**src/rtl/vital_pkg.sv**
```systemverilog
// Shared definitions for the vital-sign monitor front-end: channel indices,
// sample width and the common sample/channel types.
package vital_pkg;

  localparam int NCH      = 6;
  localparam int SAMPLE_W = 8;
  localparam int CH_W     = 3;

  localparam int CH_H = 0;
  localparam int CH_P = 1;
  localparam int CH_O = 2;
  localparam int CH_T = 3;
  localparam int CH_R = 4;
  localparam int CH_B = 5;

  typedef logic [SAMPLE_W-1:0] sample_t;
  typedef logic [CH_W-1:0]     ch_idx_t;

  // Channel codes 6 and 7 exist on the 3-bit bus but map to no sensor.
  function automatic logic ch_is_valid(input ch_idx_t ch);
    return (int'(ch) < NCH);
  endfunction

endpackage

```
**src/rtl/vital_risk_qualifier_if.sv**
```systemverilog
// Serialized raw sensor sample bus: one (channel, reading) pair per cycle,
// no back-pressure.
interface vital_risk_qualifier_if;

  logic              sample_valid;
  vital_pkg::ch_idx_t sample_ch;
  vital_pkg::sample_t sample_data;

  modport master (
    output sample_valid,
    output sample_ch,
    output sample_data
  );

  modport slave (
    input sample_valid,
    input sample_ch,
    input sample_data
  );

endinterface

```
**src/rtl/vital_risk_qualifier_risk_channel.sv**
```systemverilog
// One sensor channel: window compare with hysteresis, consecutive-sample
// persistence filter and a staleness watchdog; risk is a pure register output.
module risk_channel
  import vital_pkg::*;
#(
  parameter int HYST    = 4,
  parameter int PERSIST = 3,
  parameter int TIMEOUT = 1000
) (
  input  logic    clk,
  input  logic    reset,
  input  logic    en,
  input  sample_t data,
  input  sample_t thr_hi,
  input  sample_t thr_lo,
  output logic    risk,
  output logic    stale
);

  localparam logic [8:0]  HYST9    = 9'(HYST);
  localparam logic [3:0]  PERSIST4 = 4'(PERSIST);
  localparam logic [15:0] TIMEOUT16 = 16'(TIMEOUT);

  logic [8:0]  d9;
  logic [8:0]  hi9;
  logic [8:0]  lo9;
  logic [8:0]  hi_in9;
  logic [8:0]  lo_in9;
  logic        oor;

  logic        flag_reg;
  logic        flag_next;
  logic [3:0]  cnt_reg;
  logic [3:0]  cnt_next;
  logic [15:0] wd_reg;
  logic [15:0] wd_next;
  logic        stale_reg;
  logic        stale_next;
  logic        risk_reg;

  // Shrunken release window, saturating at the 8-bit range ends.
  always_comb begin
    d9     = {1'b0, data};
    hi9    = {1'b0, thr_hi};
    lo9    = {1'b0, thr_lo};
    lo_in9 = lo9 + HYST9;
    if (lo_in9 > 9'd255) begin
      lo_in9 = 9'd255;
    end
    hi_in9 = (hi9 >= HYST9) ? (hi9 - HYST9) : 9'd0;
    if (flag_reg) begin
      oor = (d9 > hi_in9) || (d9 < lo_in9);
    end else begin
      oor = (d9 > hi9) || (d9 < lo9);
    end
  end

  always_comb begin
    flag_next = flag_reg;
    cnt_next  = cnt_reg;
    if (en) begin
      if (oor == flag_reg) begin
        cnt_next = 4'd0;
      end else if (cnt_reg + 4'd1 == PERSIST4) begin
        flag_next = ~flag_reg;
        cnt_next  = 4'd0;
      end else begin
        cnt_next = cnt_reg + 4'd1;
      end
    end
  end

  // A sample both restarts the watchdog and drops stale on the same edge.
  always_comb begin
    if (en) begin
      wd_next = 16'd0;
    end else if (wd_reg < TIMEOUT16) begin
      wd_next = wd_reg + 16'd1;
    end else begin
      wd_next = wd_reg;
    end
    stale_next = !en && (wd_reg == TIMEOUT16);
  end

  always_ff @(posedge clk or posedge reset) begin
    if (reset) begin
      flag_reg  <= 1'b0;
      cnt_reg   <= 4'd0;
      wd_reg    <= 16'd0;
      stale_reg <= 1'b0;
      risk_reg  <= 1'b0;
    end else begin
      flag_reg  <= flag_next;
      cnt_reg   <= cnt_next;
      wd_reg    <= wd_next;
      stale_reg <= stale_next;
      risk_reg  <= flag_next | stale_next;
    end
  end

  assign risk  = risk_reg;
  assign stale = stale_reg;

endmodule

```
**src/rtl/vital_risk_qualifier.sv**
```systemverilog
// Front-end of the vital-sign monitor: decodes the serialized sample stream
// into six qualified risk flags, per-channel stale indications and err_ch.
module vital_risk_qualifier
  import vital_pkg::*;
#(
  parameter logic [NCH*SAMPLE_W-1:0] THR_HI = {NCH{8'd120}},
  parameter logic [NCH*SAMPLE_W-1:0] THR_LO = {NCH{8'd50}},
  parameter int HYST    = 4,
  parameter int PERSIST = 3,
  parameter int TIMEOUT = 1000
) (
  input  logic                   clk,
  input  logic                   reset,
  vital_risk_qualifier_if.slave  smp,
  output logic                   H,
  output logic                   P,
  output logic                   O,
  output logic                   T,
  output logic                   R,
  output logic                   B,
  output logic [NCH-1:0]         stale,
  output logic                   err_ch
);

  logic [NCH-1:0] ch_en;
  logic [NCH-1:0] risk;
  logic [NCH-1:0] stale_w;
  logic           err_reg;

  generate
    for (genvar gi = 0; gi < NCH; gi++) begin : g_ch
      assign ch_en[gi] = smp.sample_valid && (smp.sample_ch == CH_W'(gi));

      risk_channel #(
        .HYST    (HYST),
        .PERSIST (PERSIST),
        .TIMEOUT (TIMEOUT)
      ) u_ch (
        .clk    (clk),
        .reset  (reset),
        .en     (ch_en[gi]),
        .data   (smp.sample_data),
        .thr_hi (THR_HI[gi*SAMPLE_W +: SAMPLE_W]),
        .thr_lo (THR_LO[gi*SAMPLE_W +: SAMPLE_W]),
        .risk   (risk[gi]),
        .stale  (stale_w[gi])
      );
    end
  endgenerate

  // Invalid channel codes touch no channel state; they only raise err_ch.
  always_ff @(posedge clk or posedge reset) begin
    if (reset) begin
      err_reg <= 1'b0;
    end else begin
      err_reg <= smp.sample_valid && !ch_is_valid(smp.sample_ch);
    end
  end

  assign H      = risk[CH_H];
  assign P      = risk[CH_P];
  assign O      = risk[CH_O];
  assign T      = risk[CH_T];
  assign R      = risk[CH_R];
  assign B      = risk[CH_B];
  assign stale  = stale_w;
  assign err_ch = err_reg;

endmodule

```
**src/flat_wrapper.sv**
```systemverilog
// flat-port wrapper written by rule: the top's interface ports become plain ports
module vital_risk_qualifier_flat import vital_pkg::*;
#(
  parameter logic [NCH*SAMPLE_W-1:0] THR_HI = {NCH{8'd120}},
  parameter logic [NCH*SAMPLE_W-1:0] THR_LO = {NCH{8'd50}},
  parameter int HYST    = 4,
  parameter int PERSIST = 3,
  parameter int TIMEOUT = 1000
)
  (clk, reset, H, P, O, T, R, B, stale, err_ch, smp_sample_valid, smp_sample_ch, smp_sample_data);
  vital_risk_qualifier_if smp_i ();
  input  logic clk;
  input  logic reset;
  output logic H;
  output logic P;
  output logic O;
  output logic T;
  output logic R;
  output logic B;
  output logic [NCH-1:0] stale;
  output logic err_ch;
  input wire logic [$bits(smp_i.sample_valid)-1:0] smp_sample_valid;
  input wire logic [$bits(smp_i.sample_ch)-1:0] smp_sample_ch;
  input wire logic [$bits(smp_i.sample_data)-1:0] smp_sample_data;
  assign smp_i.sample_valid = smp_sample_valid;
  assign smp_i.sample_ch = smp_sample_ch;
  assign smp_i.sample_data = smp_sample_data;
  vital_risk_qualifier #(.THR_HI(THR_HI), .THR_LO(THR_LO), .HYST(HYST), .PERSIST(PERSIST), .TIMEOUT(TIMEOUT)) u_core (.clk(clk), .reset(reset), .smp(smp_i), .H(H), .P(P), .O(O), .T(T), .R(R), .B(B), .stale(stale), .err_ch(err_ch));
endmodule
```
**config.mk**
```make
export PLATFORM = sky130hd
export DESIGN_NAME = vital_risk_qualifier_flat
export DESIGN_NICKNAME = d
export VERILOG_FILES = /design/src/rtl/vital_pkg.sv /design/src/rtl/vital_risk_qualifier_if.sv /design/src/rtl/vital_risk_qualifier_risk_channel.sv /design/src/rtl/vital_risk_qualifier.sv /design/src/flat_wrapper.sv
export SDC_FILE = /design/constraint.sdc
export NUM_CORES = 1
export LEC_CHECK = 0
export ABC_CLOCK_PERIOD_IN_PS = 5050
export CAP_MARGIN = 10
export CORE_AREA = 3 3 118 120
export DETAILED_ROUTE_END_ITERATION = 6
export DIE_AREA = 0 0 121 123
export PLACE_DENSITY = 0.7
export SYNTH_ARGS = -nofsm -noshare
export SYNTH_HDL_FRONTEND = slang
export SYNTH_SLANG_ARGS = --single-unit
```
**constraint.sdc**
```tcl
create_clock -name clk -period 5.05 [get_ports clk]
set_input_delay 1.01 -clock clk [delete_from_list [all_inputs] [get_ports clk]]
set_output_delay 1.01 -clock clk [all_outputs]
set_load 0.01 [all_outputs]
```
==> results.json, run 1 <==
{
  "r2r_start": "u_core.g_ch[3].u_ch.wd_reg[15]$_DFFE_PP0P_",
  "die_y_um": 123,
  "nets": 782,
  "drt-total-wl_um": 13800,
  "yosysWarnings": 0,
  "drt_iter0_drc": 310,
  "final_cells": 933,
  "power.leakage_nw": 3.62,
  "syn_nets": 762,
  "htree_num_levels": 4,
  "pwr-share-clk_pct": 34.6,
  "clk_pin_slew_ps": 50,
  "finalCritPeriodShare_pct": 59.5,
  "path_cells": "clkdlybuf4s50_1 -> o311a_1 -> o221ai_2 -> o32ai_1 -> or3_1 -> o21ai_0",
  "status": "finished, final reports clean",
  "p_sw_share_pct": 30.3,
  "hpwl_um": 9430,
  "synth_edf_count": 0,
  "slew_viol_final": 0,
  "vias": 5282,
  "post-route-drc-count": 0,
  "postRouteAntennaNets": 0,
  "vias_per_cell": 5.66,
  "grt.total_usage_pct": 19.9,
  "worst_pin_slew_ps": 1060,
  "fin_crit_ps": 3010,
  "fin_skew_ps": 4.75,
  "setup_viol": 0,
  "io_pins": 27,
  "regArea_mm2": 0.00348,
  "syn-instance-count": 724,
  "irDropWorstVdd_mv": 0.309,
  "insertion_delay_ps": 410,
  "fp.dieW_um": 121,
  "drt-wirelength-per-cell_um": 14.8,
  "power_frac_seq_pct": 46.7,
  "crit_path_end_kind": "flip-flop",
  "rows": 42,
  "crit_path_top_delay_cell": "o221ai_2",
  "cts_hold_buf": 0,
  "grt_first_pass_wirelength_um": 23800,
  "whs_endpoint": "u_core.g_ch[4].u_ch.wd_reg[13]$_DFFE_PP0P_",
  "cts_buffers": 17,
  "rsz0062_at_grt": "false",
  "dr.pass1.iters": 5,
  "drive_above_1_share_pct": 6.74,
  "multi_input_area_mm2": 0.00333,
  "start_util_pct": 54.1,
  "grt_pass1_vias": 5092,
  "ctsResizeCount": 0,
  "min_path_cells": 1,
  "slowest_delay_ps": 560,
  "diodes": 0,
  "slew_headroom_pct": 29.5,
  "timing.fmax_mhz": 333,
  "ys_ff_latch": 139,
  "synth_ff_type": "dfrtp_1",
  "worstReg2RegEnd": "u_core.g_ch[3].u_ch.wd_reg[7]$_DFFE_PP0P_",
  "comb_power_share_pct": 18.6,
  "min_from": "u_core.g_ch[4].u_ch.wd_reg[13]$_DFFE_PP0P_",
  "largest_reg_flops": 96,
  "async_flop_share_pct": 100,
  "hold_violations": 0,
  "ys_types": 71,
  "yosysSeqAreaShare_pct": 49.1,
  "cts_buffer_depth": 2,
  "area.growth.synth_to_final_pct": 13.1,
  "fin_tns_setup_ps": 0,
  "placed_cells": 901,
  "antenna_found_initial": 0,
  "die-area_mm2": 0.0149,
  "cts_sinks": 139,
  "path_class": "in2reg",
  "cp.arrival_ps": 3330,
  "final_util_pct": 61.2,
  "layout.filler_cells": 1079,
  "placeableCoreArea_mm2": 0.0131,
  "worstPathRequired_ps": 5380,
  "rr_worst_depth": 5,
  "p_per_area_mw_per_mm2": 414,
  "rrSetupSlack_ps": 2990,
  "hold_slack_ps": 478,
  "post_cts.repair.setup_buffers": 0,
  "clockRootBuffer": "clkbuf_16",
  "p_sw_mw": 1.00,
  "hold_path_class": "reg2reg",
  "synth_area_mm2": 0.00708,
  "crit_path_max_fanout": 12,
  "grt_max_degree": 91,
  "postSynthAreaPerCell_um2": 9.78,
  "cp-start-kind": "input pin",
  "cts_tree": "yes",
  "p_int_mw": 2.31,
  "cap_violations": 0,
  "overflow": 0,
  "io_buffers": 26,
  "gp_congestion": 0.819
}
power by group through the flow:
| stage | combinational, mW | clock, mW | sequential (mW) |
|---|---|---|---|
| 3_3_place_gp | 0.585 | 0 | 1.54 |
| 5_1_grt | 0.719 | 1.22 | 1.58 |
| 6_report | 0.618 | 1.15 | 1.55 |
| 2_1_floorplan | 0.500 | 0 | 1.50 |
| 4_1_cts | 0.627 | 1.17 | 1.54 |
| 3_5_place_dp | 0.619 | 0 | 1.56 |
per-layer routing:
metal / global-route usage [%] / vias to the layer above / part of all wire, % / wire [um]
li1: - / 2592 / - / -
met4: 6.02 / 0 / 1.1 / 157
met5: 0 / - / 0 / 0
met3: 5.26 / 16 / 4.4 / 600
met1: 26.3 / 2566 / 48 / 6610
met2: 32.3 / 108 / 46 / 6410
cell usage in the layout, fill, tap and decap left out, types with 5 or more instances in the layout:
| master | n |
|---|---|
| a21o_1 | 8 |
| a21oi_1 | 24 |
| a31o_2 | 5 |
| a31oi_1 | 8 |
| and2_1 | 43 |
| and3_1 | 15 |
| clkbuf_16 | 17 |
| clkdlybuf4s50_1 | 26 |
| clkinv_2 | 6 |
| dfrtp_1 | 139 |
| ha_1 | 24 |
| inv_1 | 34 |
| nand2_1 | 56 |
| nand3_1 | 34 |
| nand4_1 | 13 |
| nor2_1 | 77 |
| nor3_1 | 19 |
| nor4_1 | 20 |
| o21ai_0 | 33 |
| o21ai_1 | 5 |
| o32ai_1 | 5 |
| or3_1 | 16 |
| xnor2_1 | 28 |
| xor2_1 | 8 |
worst max-delay path by stage:
stage | startpoint | end | slack [ps] | cells past startpoint
floorplan | reset | u_core.err_ch$_DFF_PP0_ | 320 | 1
global placement | smp_sample_ch[0] | u_core.g_ch[5].u_ch.risk$_DFF_PP0_ | 1740 | 5
detailed placement | smp_sample_ch[2] | u_core.g_ch[2].u_ch.risk$_DFF_PP0_ | 1620 | 6
CTS | smp_sample_ch[2] | u_core.g_ch[2].u_ch.risk$_DFF_PP0_ | 2070 | 6
global route | smp_sample_ch[2] | u_core.g_ch[2].u_ch.risk$_DFF_PP0_ | 1900 | 6
finish | smp_sample_data[3] | u_core.g_ch[5].u_ch.cnt_reg[0]$_DFFE_PP0P_ | 2040 | 6
logic make-up after synthesis:
family,count (synthesis),synth area share (%)
mux,4,0.565
flops,139,49.1
fa+ha+maj,24,4.24
compound gates,122,11.9
xor+xnor,36,4.45
buf+inv,64,3.91
simple gates,335,25.8
through the flow:
| step | setup WS (ps) | power (mW) | cell area [um2] |
|---|---|---|---|
| 2_1_floorplan | 315 | 2.00 | 7080 |
| 3_3_place_gp | 1740 | 2.13 | 7460 |
| 3_5_place_dp | 1620 | 2.18 | 7460 |
| 4_1_cts | 2070 | 3.34 | 8010 |
| 5_1_grt | 1900 | 3.52 | 8010 |
| 6_report | 2040 | 3.31 | 8010 |
cell type report:
cell class | count | area share (%)
flip-flops and latches | 139 | 43.4
multi-input cells | 521 | 41.6
clock buffers | 24 | 6.02
repair buffers | 30 | 3.63
well taps | 176 | 2.75
inverters | 35 | 1.70
clock inverters | 8 | 0.844
cell usage after synthesis (all sizes together), types with 4 or more instances:
| cell type | number | share of area [%] |
|---|---|---|
| dfrtp | 139 | 49 |
| nor2 | 77 | 4.1 |
| nand2 | 56 | 3.0 |
| and2 | 43 | 3.8 |
| o21ai | 38 | 2.7 |
| inv | 35 | 1.9 |
| nand3 | 34 | 2.4 |
| xnor2 | 28 | 3.5 |
| a21oi | 24 | 1.7 |
| ha | 24 | 4.2 |
| nor4 | 21 | 2.1 |
| nor3 | 20 | 1.5 |
| clkbuf | 18 | 0.97 |
| or3 | 16 | 1.4 |
| and3 | 15 | 1.3 |
| nand4 | 13 | 1.1 |
| buf | 11 | 1.1 |
| a21o | 8 | 0.85 |
| a31oi | 8 | 0.71 |
| xor2 | 8 | 0.99 |
| o32ai | 6 | 0.85 |
| a31o | 5 | 0.62 |
| nor4b | 5 | 0.83 |
| a21boi | 4 | 0.42 |
| mux2i | 4 | 0.57 |
| nand2b | 4 | 0.35 |
| nand4bb | 4 | 0.64 |
worst max-delay path: cells and delay by family:
kind / cells / cell delay, ps
AO/OA/AOI/OAI: 4 / 1420
buffers and inverters: 1 / 460
AND/OR/NAND/NOR: 1 / 420
Power figures use the tool's default switching activity.
==> inputs of run 2 (changes only) <==
--- a/config.mk
+++ b/config.mk
@@ -5,7 +5,7 @@
 export SDC_FILE = /design/constraint.sdc
 export NUM_CORES = 1
 export LEC_CHECK = 0
-export ABC_CLOCK_PERIOD_IN_PS = 5050
+export ABC_CLOCK_PERIOD_IN_PS = 3100
 export CAP_MARGIN = 10
 export CORE_AREA = 3 3 118 120
 export DETAILED_ROUTE_END_ITERATION = 6
==> constraint.sdc (replaced) <==
create_clock -name clk -period 3.1 [get_ports clk]
set_input_delay 0.62 -clock clk [delete_from_list [all_inputs] [get_ports clk]]
set_output_delay 0.62 -clock clk [all_outputs]
set_load 0.01 [all_outputs]
==> results.json, run 2 (synthesis results as in run 1) <==
{
  "hpwl_um": 9300,
  "topRoutingLayerUsed": "met4",
  "finalInstanceArea_mm2": 0.00819,
  "antenna_found_initial": 0,
  "rr_worst_depth": 6,
  "grt_max_degree": 88,
  "setup_viol": 0,
  "cp.arrival_ps": 2680,
  "status": "finished, final reports clean",
  "post_dp_cell_area_mm2": 0.00754,
  "gp_congestion": 0.828,
  "dr.pass1.iters": 5,
  "area.growth.synth_to_final_pct": 15.6,
  "cts_tree": "yes",
  "whs_endpoint": "u_core.g_ch[4].u_ch.wd_reg[15]$_DFFE_PP0P_",
  "vias": 5271,
  "cts_sinks": 139,
  "cp-start-kind": "input pin",
  "worstReg2RegEnd": "u_core.g_ch[5].u_ch.risk$_DFF_PP0_",
  "die-area_mm2": 0.0149,
  "fin_tns_setup_ps": 0,
  "irDropWorstVdd_mv": 0.502,
  "clk_pin_slew_ps": 60,
  "hold_violations": 0,
  "min_path_cells": 1,
  "overflow": 0,
  "rows": 42,
  "grt.total_usage_pct": 19.9,
  "slew_headroom_pct": 62.0,
  "io_pins": 27,
  "placeableCoreArea_mm2": 0.0131,
  "worstPathRequired_ps": 3440,
  "wl_met1_um": 6380,
  "layout.filler_cells": 1069,
  "rsz0062_at_grt": "false",
  "vias_per_cell": 5.60,
  "largest_reg_flops": 96,
  "insertion_delay_ps": 420,
  "layout_commonest_cell": "dfrtp_1",
  "power.leakage_nw": 3.70,
  "crit_path_end_kind": "flip-flop",
  "nets": 790,
  "rrSetupSlack_ps": 1080,
  "layout.cells.most_common_list": "dfrtp_1, nor2_1, nand2_1",
  "slew_viol_final": 0,
  "r2r_start": "u_core.g_ch[5].u_ch.cnt_reg[0]$_DFFE_PP0P_",
  "hold_path_class": "reg2reg",
  "start_util_pct": 54.1,
  "fin_skew_ps": 10.8,
  "fp.dieW_um": 121,
  "timing.fmax_mhz": 427,
  "p_per_area_mw_per_mm2": 701,
  "clockRootBuffer": "clkbuf_16",
  "dr_wl_met3_um": 520,
  "grt_pass1_vias": 5170,
  "worst_pin_slew_ps": 568,
  "grt_first_pass_wirelength_um": 23900,
  "post_cts.repair.setup_buffers": 0,
  "drt-total-wl_um": 13600,
  "fin_crit_ps": 2340,
  "drt-wirelength-per-cell_um": 14.5,
  "post-route-drc-count": 0,
  "ctsResizeCount": 0,
  "diodes": 0,
  "die_y_um": 123,
  "cap_violations": 0,
  "io_buffers": 26,
  "cts_hold_buf": 0,
  "drt_iter0_drc": 351,
  "postRouteAntennaNets": 0,
  "min_from": "u_core.g_ch[4].u_ch.wd_reg[15]$_DFFE_PP0P_",
  "finalCritPeriodShare_pct": 75.6,
  "cts_buffers": 17,
  "drive_above_1_share_pct": 8.24,
  "dr_wl_met2_um": 6480,
  "cts_buffer_depth": 2,
  "htree_num_levels": 4,
  "path_class": "in2reg",
  "crit_path_max_fanout": 8
}
run 2: changes by cell type in the layout (fill, tap and decap cells not counted), moves of 2 or more:
cell,delta
clkinv_2,-3
clkbuf_8,-3
buf_12,+2
bufinv_16,+4
clkbuf_1,-4
buf_4,+6
clkinvlp_4,+4
run 2: routing by layer:
metal | global-route usage (%) | vias up
li1 | - | 2611
met4 | 7.65 | 0
met5 | 0 | -
met2 | 32.0 | 98
met3 | 5.17 | 18
met1 | 26.2 | 2544
run 2: power breakdown:
group,switching (mW),internal (mW)
Combinational,0.533,0.490
Sequential,0.400,2.12
Clock,0.772,1.43
Total,1.71,4.04
run 2: cell type report:
class                      count  area, um2  share of cell area, %
sequential                   139       3480                   42.5
multi-input combinational    521       3330                   40.7
clock buffer                  17        425                   5.20
timing repair buffer          38        375                   4.58
clock inverter                15        221                   2.70
tap                          176        220                   2.69
inverter                      35        135                   1.65
run 2: worst max-delay path by stage:
stage	cells past startpoint	to	start	slack [ps]
floorplan	1	u_core.err_ch$_DFF_PP0_	reset	740
global placement	6	u_core.g_ch[5].u_ch.cnt_reg[0]$_DFFE_PP0P_	smp_sample_data[3]	410
detailed placement	6	u_core.g_ch[5].u_ch.cnt_reg[1]$_DFFE_PP0P_	smp_sample_data[3]	350
CTS	6	u_core.g_ch[5].u_ch.cnt_reg[1]$_DFFE_PP0P_	smp_sample_data[3]	790
global route	5	u_core.g_ch[5].u_ch.cnt_reg[0]$_DFFE_PP0P_	smp_sample_ch[0]	630
finish	6	u_core.g_ch[5].u_ch.cnt_reg[1]$_DFFE_PP0P_	smp_sample_data[3]	760
run 2: per-stage QoR:
stage          instances  total power, mW  utilization [%]  hold slack, ps  setup slack [ps]
2_1_floorplan        724             3.26                -             444               745
3_3_place_gp         909             3.47             57.6             463               410
3_5_place_dp         909             3.57             57.6             462               347
4_1_cts              941             5.81             62.6             481               789
5_1_grt              941             6.09             62.6             497               627
6_report             941             5.74             62.6             476               757
run 2: critical path: stages:
cell and delay (ps):
clkdlybuf4s50_1 460, o311a_1 400, o221ai_2 370, o32ai_1 250, or3_1 410, o21ai_0 170
